--- config.mk ---
export PLATFORM = sky130hd
export DESIGN_NAME = wb_sram_bank_bridge
export DESIGN_NICKNAME = d
export VERILOG_FILES = /design/src/rtl/wb_sram_pkg.sv /design/src/rtl/wb_sram_rdmux.sv /design/src/rtl/wb_sram_bank_bridge.sv
export SDC_FILE = /design/constraint.sdc
export NUM_CORES = 1
export LEC_CHECK = 0
export BUFFER_PORTS_ARGS = -buffer_cell sky130_fd_sc_hd__buf_2
export CAP_MARGIN = 5
export CORE_MARGIN = 2
export CORE_UTILIZATION = 40
export DETAILED_ROUTE_END_ITERATION = 16
export PLACE_DENSITY = 0.73
export SKIP_LAST_GASP = 1
export SYNTH_ARGS = -nofsm -noshare
export SYNTH_HDL_FRONTEND = slang
export SYNTH_HIERARCHICAL = 1
export SYNTH_SLANG_ARGS = --single-unit
--- constraint.sdc ---
create_clock -name wb_clk_i -period 2.7 [get_ports wb_clk_i]
set_clock_uncertainty 0.15 [all_clocks]
set_input_delay 0.135 -clock wb_clk_i [delete_from_list [all_inputs] [get_ports wb_clk_i]]
set_output_delay 0.135 -clock wb_clk_i [all_outputs]
set_load 0.05 [all_outputs]
--- src/rtl/wb_sram_pkg.sv ---
// Shared state type, decode helpers and parameter limits for the Wishbone-to-SRAM bank bridge.
package wb_sram_pkg;

  localparam int unsigned NUM_BANKS_MIN = 1;
  localparam int unsigned NUM_BANKS_MAX = 8;
  localparam int unsigned ADDR_W_MIN    = 1;
  localparam int unsigned ADDR_W_MAX    = 16;
  localparam int unsigned RD_WAIT_MAX   = 7;
  localparam int unsigned WAIT_CNT_W    = $clog2(RD_WAIT_MAX + 1);

  typedef enum logic [1:0] {
    IDLE,
    ACCESS,
    WAIT,
    ACK
  } state_t;

  // The bank field can encode NUM_BANKS itself, so the slot just past the last
  // bank decodes as an acked out-of-range access instead of aliasing bank 0.
  function automatic int unsigned bs_w(input int unsigned num_banks);
    int unsigned w;
    w = $clog2(num_banks + 1);
    return (w < 1) ? 1 : w;
  endfunction

  // Byte-address bits that lie inside the decoded window (word + bank fields).
  function automatic logic [31:0] win_mask(input int unsigned num_banks,
                                           input int unsigned addr_w);
    return (32'd1 << (addr_w + 2 + bs_w(num_banks))) - 32'd1;
  endfunction

endpackage

--- src/rtl/wb_sram_rdmux.sv ---
// Read-data selector: picks the latched bank's 32-bit slice of the macro outputs.
module wb_sram_rdmux #(
  parameter int unsigned NUM_BANKS = 2,
  parameter int unsigned BS_W      = 2
) (
  input  logic [32*NUM_BANKS-1:0] dout,
  input  logic [BS_W-1:0]         bank,
  output logic [31:0]             data
);

  // Bank indices with no macro behind them read as zero.
  always_comb begin
    data = '0;
    for (int unsigned b = 0; b < NUM_BANKS; b++) begin
      if (bank == BS_W'(b)) data = dout[32*b +: 32];
    end
  end

endmodule

--- src/rtl/wb_sram_bank_bridge.sv ---
// Wishbone classic slave driving port 0 of NUM_BANKS OpenRAM 1rw1r macros.
module wb_sram_bank_bridge
  import wb_sram_pkg::*;
#(
  parameter int unsigned NUM_BANKS = 2,
  parameter int unsigned ADDR_W    = 9,
  parameter logic [31:0] BASE_ADDR = 32'h3000_0000,
  parameter int unsigned RD_WAIT   = 0
) (
  input  logic                    wb_clk_i,
  input  logic                    wb_rst_i,
  input  logic                    wbs_cyc_i,
  input  logic                    wbs_stb_i,
  input  logic                    wbs_we_i,
  input  logic [3:0]              wbs_sel_i,
  input  logic [31:0]             wbs_adr_i,
  input  logic [31:0]             wbs_dat_i,
  output logic                    wbs_ack_o,
  output logic [31:0]             wbs_dat_o,
  output logic [NUM_BANKS-1:0]    sram_csb,
  output logic                    sram_web,
  output logic [3:0]              sram_wmask,
  output logic [ADDR_W-1:0]       sram_addr,
  output logic [31:0]             sram_din,
  input  logic [32*NUM_BANKS-1:0] sram_dout,
  output logic                    busy_o
);

  localparam int unsigned BS_W = bs_w(NUM_BANKS);
  localparam logic [31:0] WIN_MASK = win_mask(NUM_BANKS, ADDR_W);
  localparam logic [WAIT_CNT_W-1:0] WAIT_INIT = WAIT_CNT_W'(RD_WAIT);

  state_t                  state;
  logic [BS_W-1:0]         bank_q;
  logic                    we_q;
  logic [WAIT_CNT_W-1:0]   wait_cnt;
  logic [31:0]             rd_data;

  logic                    hit;
  logic [ADDR_W-1:0]       adr_word;
  logic [BS_W-1:0]         adr_bank;
  logic [NUM_BANKS-1:0]    csb_next;

  assign hit      = wbs_cyc_i & wbs_stb_i & ((wbs_adr_i & ~WIN_MASK) == BASE_ADDR);
  assign adr_word = wbs_adr_i[ADDR_W+1:2];
  assign adr_bank = wbs_adr_i[ADDR_W+BS_W+1:ADDR_W+2];

  // Only a real bank is selected, and an all-zero byte-select write never touches the macro.
  always_comb begin
    csb_next = '1;
    for (int unsigned b = 0; b < NUM_BANKS; b++) begin
      if (adr_bank == BS_W'(b) && !(wbs_we_i && wbs_sel_i == 4'h0)) csb_next[b] = 1'b0;
    end
  end

  wb_sram_rdmux #(
    .NUM_BANKS(NUM_BANKS),
    .BS_W     (BS_W)
  ) u_rdmux (
    .dout(sram_dout),
    .bank(bank_q),
    .data(rd_data)
  );

  always_ff @(posedge wb_clk_i) begin
    if (wb_rst_i) begin
      state      <= IDLE;
      bank_q     <= '0;
      we_q       <= 1'b0;
      wait_cnt   <= '0;
      sram_csb   <= '1;
      sram_web   <= 1'b1;
      sram_wmask <= '0;
      sram_addr  <= '0;
      sram_din   <= '0;
      wbs_ack_o  <= 1'b0;
      wbs_dat_o  <= '0;
      busy_o     <= 1'b0;
    end else if (state != IDLE && !wbs_cyc_i) begin
      // Master abandoned the cycle; a write the macro already sampled stays written.
      state      <= IDLE;
      sram_csb   <= '1;
      sram_web   <= 1'b1;
      sram_wmask <= '0;
      wbs_ack_o  <= 1'b0;
      busy_o     <= 1'b0;
    end else begin
      unique case (state)
        IDLE: begin
          if (hit) begin
            state      <= ACCESS;
            busy_o     <= 1'b1;
            bank_q     <= adr_bank;
            we_q       <= wbs_we_i;
            sram_addr  <= adr_word;
            sram_din   <= wbs_dat_i;
            sram_web   <= ~wbs_we_i;
            sram_wmask <= wbs_we_i ? wbs_sel_i : 4'h0;
            sram_csb   <= csb_next;
          end
        end
        ACCESS: begin
          sram_csb   <= '1;
          sram_web   <= 1'b1;
          sram_wmask <= '0;
          if (we_q) begin
            state     <= ACK;
            wbs_ack_o <= 1'b1;
          end else begin
            state    <= WAIT;
            wait_cnt <= WAIT_INIT;
          end
        end
        WAIT: begin
          if (wait_cnt == '0) begin
            state     <= ACK;
            wbs_dat_o <= rd_data;
            wbs_ack_o <= 1'b1;
          end else begin
            wait_cnt <= wait_cnt - 1'b1;
          end
        end
        ACK: begin
          state     <= IDLE;
          wbs_ack_o <= 1'b0;
          busy_o    <= 1'b0;
        end
        default: begin
          state     <= IDLE;
          wbs_ack_o <= 1'b0;
          busy_o    <= 1'b0;
        end
      endcase
    end
  end

endmodule
==> flow_summary.yaml <==
clock_network:
  cts_sinks: 90
  htree_levels: 3
  numCtsBuffers: 9
  root_buffer: "clkbuf_8"
  clkTransAtPathRegs_ns: 0.09
  clock_path_buffers: 2
  cts_setup_buffers: 0
  cts_tree: "yes"
  clk_latency_ns: 0.35
global_route:
  antenna_found_initial: 0
  grt_max_degree: 77
  track_usage_pct: 21.7
  grt_pass1_vias: 4283
  grt_pass1_wl_um: 19600
  grt-ovfl-total: 0
placed_design:
  dp_hpwl_um: 7990
  port_buffers: 216
  gp_congestion: 0.800
  post-place-cells: 822
synthesis:
  ys_seq_area_share_pct: 43.9
  yosysUniqueCellTypes: 41
  ys_warn_count: 6
  synth_seq_cells: 90
  synthCells: 501
  synth.net_count: 644
  syn_avg_cell_area_um2: 8.19
  netlist_area_um2: 4100
hold_path:
  holdPathEnd: "wbs_dat_o[17]$_SDFFE_PP0P_"
  min_path_cells: 5
  hp-class: "primary input to flop"
  holdCritStartpoint: "sram_dout[49]"
floorplanning:
  start_util_pct: 41.6
  core-area_um2: 9860
  die_y_um: 105
  die_area_um2: 11100
  die_w_um: 105
  ios: 219
  row_count: 36
critical_path:
  crit_top_cell: "nor2_1"
  cp.arrival_ns: 2.33
  critPathSlowestCell: "nor4_1"
  r2r_slack_ns: 0.46
  crit_path_cell_trace: "inv_1, ha_1, nor2_1, nor4_1, nand2_1, xor2_1, nor2_1"
  crit_fanout: 8
  r2r_cells: 7
  start_kind: "flop"
  required_ns: 2.78
  crit_type: "flop to flop"
  cpPeakStageDelay_ns: 0.66
  regToRegStartpoint: "state[1]$_SDFFE_PP0P_"
  cp-end-kind: "flop"
  rr_endpoint: "wait_cnt[2]$_SDFFE_PP0P_"
pwr:
  ir_drop_v: 0.000293
  p_leak_nw: 2.53
  p_per_area_nw_per_um2: 437
sta:
  slew_headroom_pct: 41.0
  period_needed_ns: 2.24
  max_freq_mhz: 446
  period_share_pct: 83.1
  hold_viol_final: 0
  finalSetupTns_ns: 0
  final-setup-viol-count: 0
  worst_slew_pin_slew_ns: 0.885
  slew_violations: 0
  grt_setup_unrepaired: "false"
drt:
  ant_nets: 0
  wl_per_cell_um: 13.7
  wirelength_um: 12200
  drtIter0Drc: 180
  drtPass1Iterations: 4
  remaining_drc_errors: 0
  via_per_inst: 4.89
  vias: 4345
layout:
  antenna_cells: 0
  final_util_pct: 60.3
  layout-drive-gt1-share_pct: 38.2
  multi_input_area_um2: 2050
  instances_no_fill: 889
  nets: 894
  final_common_cell: "buf_2"
  fillers: 846
  regArea_um2: 1800
  syn_to_final_growth_pct: 44.8
  mostFrequentLayoutCells: "buf_2, nand2_1, dfxtp_1"
status:
  status: "completed"
run:
  max_cap_viol_count: 0
-- critical path, delay by kind of cell, from the launching register on --
kind	cells	cell delay, ns
adder cells (fa/ha/maj)	1	0.33
buffers and inverters	1	0.10
AND/OR/NAND/NOR	4	1.03
XOR/XNOR	1	0.16
flip-flops	1	0.36
-- power breakdown --
group | switching [mW] | internal (mW)
Clock | 0.480 | 0.548
Sequential | 0.00185 | 1.33
Combinational | 0.100 | 0.139
Total | 0.582 | 2.02
-- what timing repair did --
item                      CTS  global route
hold endpoints to repair   52             0
gates resized for setup     0             0
hold buffers               50             0
-- cell type report --
type	instances	area share, %
Inverter	7	0.442
Tap cell	133	2.80
Multi-Input combinational cell	369	34.4
Clock inverter	6	1.52
Sequential cell	90	30.3
Clock buffer	10	2.32
Timing Repair Buffer	274	28.2
-- per-stage QoR --
step                      hold WS, ns  area (µm²)  total power [mW]  setup slack [ns]
final                          0.0312        5940              2.60             0.457
after global routing           0.0371        5940              2.71             0.302
after detailed placement        0.234        5190              1.54             0.183
after global placement          0.229        5190              1.54             0.295
after floorplan                0.0930        4100              1.43             0.720
after CTS                     0.00800        5920              2.63             0.157
-- synth_stat cells --
library cell	number	area share [%]
nand2_1	144	13
dfxtp_1	90	44
a21oi_1	60	7.3
nor2_1	40	3.7
mux2i_1	33	8.0
clkbuf_1	25	2.3
a21oi_2	20	4.3
nand2_2	20	3.0
inv_1	7	0.64
ha_1	6	1.8
buf_12	5	2.4
nand2b_1	5	0.76
o21ai_0	5	0.61
nand4_1	4	0.61
a31oi_1	3	0.46
buf_2	3	0.37
or4_1	3	0.55
and2_1	2	0.30
nor4_1	2	0.30
nor4b_1	2	0.43
o21ai_1	2	0.24
a2111oi_0	1	0.21
a211oi_1	1	0.18
a211oi_2	1	0.30
a21boi_0	1	0.18
a311oi_1	1	0.21
a31o_1	1	0.21
a31o_2	1	0.21
and3_4	1	0.27
and3b_1	1	0.21
buf_6	1	0.27
buf_8	1	0.37
nand3_1	1	0.12
nand3_2	1	0.24
nand3b_1	1	0.18
nor2b_1	1	0.15
nor4_4	1	0.52
o31ai_1	1	0.18
or4_4	1	0.27
xnor2_1	1	0.21
xor2_1	1	0.21
-- flip-flops by register name, indices dropped and copies added, names as in the netlist --
name and cells:
busy_o 1, sram_web 1, sram_csb 2, we_q 1, wbs_dat_o 32, bank_q 2
sram_addr 9, sram_wmask 4, wbs_ack_o 1, state 2, sram_din 32, wait_cnt 3
-- layer usage --
layer | wire length, µm | GRT usage (%) | share of wire [%] | vias to the layer above
met1 | 4800 | 24.0 | 39 | 1960
met3 | 1060 | 5.26 | 8.7 | 30
met5 | 0 | 0 | 0 | -
met2 | 5940 | 38.6 | 49 | 202
met4 | 356 | 10.5 | 2.9 | 0
li1 | - | - | - | 2153
-- worst max path at each step --
stage               cells past startpoint                   from  slack, ns                         end
floorplan                               8  state[0]$_SDFFE_PP0P_       0.72    wait_cnt[2]$_SDFFE_PP0P_
global placement                        6  state[0]$_SDFFE_PP0P_       0.29   wbs_dat_o[2]$_SDFFE_PP0P_
detailed placement                      6  state[1]$_SDFFE_PP0P_       0.18  wbs_dat_o[29]$_SDFFE_PP0P_
CTS                                     6  state[0]$_SDFFE_PP0P_       0.16  wbs_dat_o[29]$_SDFFE_PP0P_
global route                            7  state[1]$_SDFFE_PP0P_       0.30    wait_cnt[2]$_SDFFE_PP0P_
finish                                  7  state[1]$_SDFFE_PP0P_       0.46    wait_cnt[2]$_SDFFE_PP0P_
-- cells by family after synthesis --
| group | Yosys count | share of synthesized area [%] |
|---|---|---|
| muxes | 33 | 8.05 |
| xor gates and xnor gates | 2 | 0.427 |
| DFF | 90 | 43.9 |
| buffers and inverters | 42 | 6.37 |
| adders and majority gates | 6 | 1.83 |
| and+or+nand+nor | 230 | 24.8 |
| AOI/OAI and AO/OA | 98 | 14.6 |
(Power assumes the default switching activity.)
